$ cat config.mk
export PLATFORM = sky130hd
export DESIGN_NAME = hazard_ctrl
export DESIGN_NICKNAME = d
export VERILOG_FILES = /design/src/rtl/hazard_ctrl.sv
export SDC_FILE = /design/constraint.sdc
export NUM_CORES = 1
export LEC_CHECK = 0
export CAP_MARGIN = 30
export CORE_ASPECT_RATIO = 1.5
export CORE_MARGIN = 4
export CORE_UTILIZATION = 44
export CTS_CLUSTER_DIAMETER = 30
export DETAILED_ROUTE_END_ITERATION = 7
export PLACE_DENSITY = 0.92
export SLEW_MARGIN = 0
export SYNTH_ARGS = -nofsm -noshare
export SYNTH_HDL_FRONTEND = slang
export SYNTH_SLANG_ARGS = --single-unit
$ cat constraint.sdc
create_clock -name clk -period 3.7 [get_ports clk]
set_clock_uncertainty 0.15 [all_clocks]
set_input_delay 0.555 -clock clk [delete_from_list [all_inputs] [get_ports clk]]
set_output_delay 0.555 -clock clk [all_outputs]
set_load 0.01 [all_outputs]
$ cat src/rtl/hazard_ctrl.sv
// Hazard/sequencing controller: forwarding selects, load-use/branch/MDU stall+flush, stall counter.
// Latency: forwarding and stall/flush are combinational; MDU FSM and stall counter are registered.
// Backpressure: a multi-cycle MDU op in E holds F/D/E and bubbles M until its last cycle.
module hazard_ctrl #(
  parameter int MDU_LATENCY = 4,
  parameter int CNT_WIDTH   = 16
) (
  input  logic                 clk,
  input  logic                 rst_n,
  input  logic [4:0]           rs1_d,
  input  logic [4:0]           rs2_d,
  input  logic [4:0]           rs1_e,
  input  logic [4:0]           rs2_e,
  input  logic [4:0]           rd_e,
  input  logic [1:0]           res_src_e,
  input  logic                 pc_src_e,
  input  logic                 mdu_start_e,
  input  logic [4:0]           rd_m,
  input  logic                 reg_write_m,
  input  logic [4:0]           rd_w,
  input  logic                 reg_write_w,
  output logic [1:0]           forward_a_e,
  output logic [1:0]           forward_b_e,
  output logic                 stall_f,
  output logic                 stall_d,
  output logic                 stall_e,
  output logic                 flush_d,
  output logic                 flush_e,
  output logic                 flush_m,
  output logic                 mdu_done,
  output logic [CNT_WIDTH-1:0] stall_cycles
);

  localparam int CW = $clog2(MDU_LATENCY) + 1;
  // First BUSY count; only meaningful when the op needs more than one cycle.
  localparam logic [CW-1:0] CNT_INIT = (MDU_LATENCY > 1) ? CW'(MDU_LATENCY - 2) : '0;
  localparam bit MULTI = (MDU_LATENCY > 1);

  typedef enum logic {IDLE = 1'b0, BUSY = 1'b1} state_t;

  state_t                state_q, state_d;
  logic [CW-1:0]         cnt_q, cnt_d;
  logic [CNT_WIDTH-1:0]  stall_cycles_q, stall_cycles_d;
  logic                  mdu_stall, mdu_done_raw;
  logic                  lwstall, lwstall_eff, pc_src_eff;

  // Forwarding: M beats W, x0 never forwards; not gated by reset or stall.
  always_comb begin
    forward_a_e = 2'b00;
    forward_b_e = 2'b00;
    if (reg_write_m && rd_m != 5'd0 && rd_m == rs1_e)      forward_a_e = 2'b10;
    else if (reg_write_w && rd_w != 5'd0 && rd_w == rs1_e) forward_a_e = 2'b01;
    if (reg_write_m && rd_m != 5'd0 && rd_m == rs2_e)      forward_b_e = 2'b10;
    else if (reg_write_w && rd_w != 5'd0 && rd_w == rs2_e) forward_b_e = 2'b01;
  end

  // MDU state and down-counter register.
  always_ff @(posedge clk or negedge rst_n) begin
    if (!rst_n) begin
      state_q <= IDLE;
      cnt_q   <= '0;
    end else begin
      state_q <= state_d;
      cnt_q   <= cnt_d;
    end
  end

  // MDU next state: a start in IDLE enters BUSY; BUSY counts down to the final cycle.
  always_comb begin
    state_d = state_q;
    cnt_d   = cnt_q;
    case (state_q)
      IDLE: if (mdu_start_e && MULTI) begin
        state_d = BUSY;
        cnt_d   = CNT_INIT;
      end
      BUSY: if (cnt_q != '0) cnt_d = cnt_q - 1'b1;
            else             state_d = IDLE;
      default: state_d = IDLE;
    endcase
  end

  // MDU outputs: stall every cycle of the op except the last, where the result is valid.
  always_comb begin
    mdu_stall    = 1'b0;
    mdu_done_raw = 1'b0;
    case (state_q)
      IDLE: begin
        mdu_stall    = mdu_start_e && MULTI;
        mdu_done_raw = mdu_start_e && !MULTI;
      end
      BUSY: begin
        mdu_stall    = (cnt_q != '0);
        mdu_done_raw = (cnt_q == '0);
      end
      default: ;
    endcase
  end

  // Combine load-use, branch and MDU hazards; everything is quiet while in reset.
  always_comb begin
    lwstall     = (res_src_e == 2'b01) && (rd_e != 5'd0) && (rd_e == rs1_d || rd_e == rs2_d);
    // A branch resolving while an older MDU op is still busy cannot be real, so ignore it.
    pc_src_eff  = pc_src_e && (state_q != BUSY);
    lwstall_eff = lwstall && !pc_src_eff;
    stall_f     = rst_n && (lwstall_eff || mdu_stall);
    stall_d     = rst_n && (lwstall_eff || mdu_stall);
    stall_e     = rst_n && mdu_stall;
    flush_d     = rst_n && pc_src_eff;
    // E is held during an MDU stall, so the load-use bubble must not clear it.
    flush_e     = rst_n && (pc_src_eff || (lwstall_eff && !mdu_stall));
    flush_m     = rst_n && mdu_stall;
    mdu_done    = rst_n && mdu_done_raw;
  end

  // Saturating stall counter next value.
  always_comb begin
    stall_cycles_d = stall_cycles_q;
    if (stall_f && stall_cycles_q != {CNT_WIDTH{1'b1}}) stall_cycles_d = stall_cycles_q + 1'b1;
  end

  // Stall counter register.
  always_ff @(posedge clk or negedge rst_n) begin
    if (!rst_n) stall_cycles_q <= '0;
    else        stall_cycles_q <= stall_cycles_d;
  end

  assign stall_cycles = stall_cycles_q;

endmodule
=== After elaboration in Yosys (flattened, before gate mapping) ===
Index checks and enable logic that the tools add are counted.

* Output and inout port bits: 27
* Logic and storage cells: 56
* Register bits after elaboration: 20

* Add/subtract/negate cells: 2
* Bitwise gates (word level): 1
* Reduce and logical (&&, ||, !) cells: 28
* Mux-type cells: 12
* Eq/ne operators: 10

{| class="wikitable"
|+ Operators by type and width
! cell !! number
|-
| == test 5 bit || 6
|-
| logical AND 1 bit || 17
|-
| adder 16 x 1 -> 16 bit (second input constant) || 1
|-
| != test 16 bit (second input constant) || 1
|-
| nonzero test 5 bit || 3
|-
| 2-to-1 mux 3 bit || 2
|-
| one-hot mux 1 bit (2 select lines) || 3
|-
| one-hot mux 3 bit (2 select lines) || 1
|-
| 2-to-1 mux 1 bit || 4
|-
| 2-to-1 mux 2 bit || 2
|-
| logical NOT 3 bit || 1
|-
| logical OR 1 bit || 3
|-
| nonzero test 3 bit || 1
|-
| subtractor 3 x 1 -> 3 bit (second input constant) || 1
|-
| == test 2 x 1 -> 1 bit (second input constant) || 1
|-
| logical NOT 1 bit || 2
|-
| != test 2 x 1 -> 1 bit (second input constant) || 1
|-
| != test 2 bit (second input constant) || 1
|-
| AND reduction 2 bit || 1
|-
| inverter 1 bit || 1
|}

=== Depth between registers and ports, before layout ===
* Depth after elaboration: 7
* Depth in mapped cells: 10
* Gate-level depth less buffers: 8

=== Worst setup path before layout ===
Ideal clock, no wire load.

* Kind: input -> output
* Start point: input rd_m[1]
* End point: output forward_a_e[0]
* Data required time: 2.995 ns
* Data arrival time: 1.848 ns
* Path slack: 1.147 ns
* Stages on the path: 4
* Buffers on the path: 0
* Cell sequence: or4_1 > o21ai_0 > nor4_1 > nor4_1

* Word-level cells in the longest chain between the ends: 4
* Elaborated cells between the ends (all ways): 5

{| class="wikitable"
|+ RTL lines
! element !! RTL line !! RTL
|-
| start: declaration || 18 || <nowiki>input logic [4:0] rd_m,</nowiki>
|-
| nonzero test 5 bit || 51 || <nowiki>if (reg_write_m && rd_m != 5'd0 && rd_m == rs1_e) forward_a_e = 2'b10;</nowiki>
|-
| logical AND 1 bit || 51 ||
|-
| logical AND 1 bit (*) || 51 ||
|-
| 2-to-1 mux 2 bit (*) || 51 ||
|-
| end: declaration || 22 || <nowiki>output logic [1:0] forward_a_e,</nowiki>
|}

Every way passes the cells marked *; elsewhere a longest branch is shown, timed or not.

=== Worst setup path after layout ===
* Start point: input rd_m[1]
* End point: output forward_b_e[0]

* Word-level cells in the longest chain between the ends: 4
* Elaborated cells between the ends (all ways): 5

{| class="wikitable"
|+ RTL lines
! element !! RTL line !! RTL
|-
| nonzero test 5 bit || 53 || <nowiki>if (reg_write_m && rd_m != 5'd0 && rd_m == rs2_e) forward_b_e = 2'b10;</nowiki>
|-
| logical AND 1 bit || 53 ||
|-
| logical AND 1 bit (*) || 53 ||
|-
| 2-to-1 mux 2 bit (*) || 53 ||
|-
| end: declaration || 23 || <nowiki>output logic [1:0] forward_b_e,</nowiki>
|}

Marked as above.

==> flow_summary.ini <==
[pwr]
p_comb_frac = 0.449
p_seq_frac = 0.336
internal_power_w = 0.000669
power-per-cell-area_mw_per_mm2 = 444
peakVddDrop_uv = 289
p_leak_nw = 0.861
clkPwrFrac = 0.215
p_total_w = 0.000995
p_sw_frac = 0.328
p_sw_w = 0.000326

[critical_path]
cp-start-kind = input port
worstPathRequired_ns = 2.99
arrival_ns = 2.75
path_max_fanout = 3
end_kind = output pin
crit_slowest_cell = clkdlybuf4s50_1
r2r_cells = 9
cpPeakStageDelay_ns = 0.58
worstSetupPathType = input port to output pin
worstPathCellList = clkdlybuf4s50_1 > or4_1 > o21ai_0 > nor4_1 > nor4_1 > clkdlybuf4s50_1

[floorplanning]
io_pins = 70
fp.dieW_um = 55.1
core_area_sq_mm = 0.00319
die_h_um = 78.7
die_area_sq_mm = 0.00434
row_count = 25
initial_utilization = 0.460

[detailed_routing]
route.detailed.wl_per_inst_um = 14.8
routed_wl_um = 3880
dr.pass1.iters = 4
drt_iter0_drc = 28
vias_per_cell = 5.42
drc = 0
vias = 1425
ant_nets = 0

[yosys]
synth-warning-count = 0
syn_nets = 199
ys_ff_latch = 20
synth_seq_area_share = 0.341
synth.distinct_cells = 37
syn_area_per_cell_sq_um = 9.58
syn_area_sq_mm = 0.00147
synthCells = 153

[finish]
final_nets = 270
area_delta_synth_final_pct = 52.9
drive_gt1_frac = 0.0628
layout_common_cells = clkdlybuf4s50_1, xnor2_1, dfrtp_1
final_common_cell = clkdlybuf4s50_1
fillers = 247
num_antenna_cells = 0

[cts]
clk_path_buf_depth = 2
clkTransAtPathRegs_ns = 0.07
cts_tree = yes
postCtsSetupBuffers = 0
cts_resized = 0
clkSinkCount = 20
htreeDepth = 1
cts_hold_buf = 0
cts_buffers = 3
cts_root_buf = clkbuf_8
clk_latency_ns = 0.25

[global_route]
grt_max_degree = 21
antenna_found_initial = 0
track_usage = 0.181
grt_first_pass_wirelength_um = 5890
grt_overflow = 0
grt_pass1_vias = 1422

[worst_hold_path]
min_path_cells = 1
hold_path.class = flop to flop

[timing]
finalSetupTns_ns = 0
tightest_slew_ns = 0.489
relSlewSlack = 0.672
fin_crit_sh = 0.934
hold_ws_ns = 0.352
finalHoldViolCount = 0
final-max-slew-violation-count = 0
period_minus_slack_ns = 3.46
max_freq_ghz = 0.289
rsz0062_at_grt = no
final-setup-viol-count = 0

[place]
gp_congestion = 0.905
dpl.hpwl_um = 3200
placement.io_buffers = 69

[outcome]
outcome = finished, final reports clean

[run]
max_cap_viol_count = 0
## worst max-delay path: cells and delay by family
| family | cells | cell delay, ns |
|---|---|---|
| buffers and inverters | 2 | 1.05 |
| AOI/OAI and AO/OA | 1 | 0.22 |
| and+or+nand+nor | 3 | 0.92 |
## final timing paths
check,from,end,slack [ns]
worst max-delay path,rd_m[1],forward_b_e[0],0.24
worst min-delay path,stall_cycles[5],stall_cycles[5],0.35
worst max register to register,cnt_q[0],stall_cycles[1],1.28
worst min register to register,stall_cycles[5],stall_cycles[5],0.35
max in group asynchronous,rst_n,stall_cycles[1],2.57
min in group asynchronous,rst_n,stall_cycles[7],0.62
## synthesized netlist by cell type, drive strengths merged
cell / number / share of area
o21ai: 2 / 0.0068
dfrtp: 20 / 0.34
xor2: 14 / 0.084
or3: 1 / 0.0077
and3: 4 / 0.017
nor2b: 3 / 0.015
nand3b: 2 / 0.010
o22ai: 1 / 0.0043
nand4b: 1 / 0.0060
o31ai: 1 / 0.0051
nand2: 10 / 0.026
mux2: 3 / 0.023
nor2: 7 / 0.018
inv: 3 / 0.0077
ha: 3 / 0.026
buf: 5 / 0.035
nor4: 4 / 0.017
a31oi: 1 / 0.0043
and2: 2 / 0.0085
nor3: 3 / 0.010
a21oi: 2 / 0.0068
a22o: 1 / 0.0060
nand3: 15 / 0.061
a22oi: 1 / 0.0051
nand4: 4 / 0.017
and4: 1 / 0.0060
o21bai: 1 / 0.0051
a21o: 1 / 0.0051
and2b: 1 / 0.0051
a41oi: 1 / 0.0060
xnor2: 30 / 0.18
or4: 5 / 0.026
## power groups by stage
| stage | Combinational (W) | Sequential, W | Clock [W] |
|---|---|---|---|
| finish | 0.000446 | 0.000335 | 0.000214 |
| CTS | 0.000452 | 0.000335 | 0.000218 |
| detailed placement | 0.000450 | 0.000338 | 0 |
| global route | 0.000487 | 0.000344 | 0.000229 |
| floorplan | 0.000255 | 0.000340 | 0 |
| global placement | 0.000433 | 0.000332 | 0 |
## area by class of cell
| class | count | area [sq um] | area share |
|---|---|---|---|
| flip-flops and latches | 20 | 500 | 0.223 |
| clock inverters | 1 | 30.0 | 0.0134 |
| repair buffers | 71 | 706 | 0.315 |
| clock buffers | 3 | 41.3 | 0.0184 |
| well taps | 40 | 50.0 | 0.0223 |
| inverters | 3 | 11.3 | 0.00502 |
| multi-input cells | 125 | 903 | 0.403 |
## cells by family (layout without fill, tap and decap cells)
group,after synthesis,in the layout,share of synthesized area
flip-flops,20,20,0.341
adder cells (fa/ha/maj),3,3,0.0256
AO/OA/AOI/OAI,12,12,0.0546
AND/OR/NAND/NOR,63,63,0.250
multiplexers,3,3,0.0230
XOR/XNOR,44,44,0.263
buffers and inverters,8,78,0.0427
## metrics by stage
step / utilization / worst slack [ns] / cell area, sq um / instances
2_1_floorplan: - / 1.15 / 1470 / 153
3_5_place_dp: 0.680 / 0.239 / 2170 / 259
5_1_grt: 0.703 / 0.0479 / 2240 / 263
4_1_cts: 0.703 / 0.236 / 2240 / 263
3_3_place_gp: 0.680 / 0.284 / 2170 / 259
6_report: 0.703 / 0.244 / 2240 / 263
## metal layers
layer	vias to the layer above	part of all wire	wire length, um	GRT usage
li1	672	-	-	-
met1	682	0.34	1330	0.170
met2	67	0.53	2070	0.350
met3	4	0.12	461	0.0582
met4	0	0.0052	20	0.0438
met5	-	0	0	0
## sequential cells by signal, indices dropped and copies added (netlist names)
signal / cells
stall_cycles: 16
state_q: 1
cnt_q: 3
No activity file was read; power rests on OpenSTA's default activity.
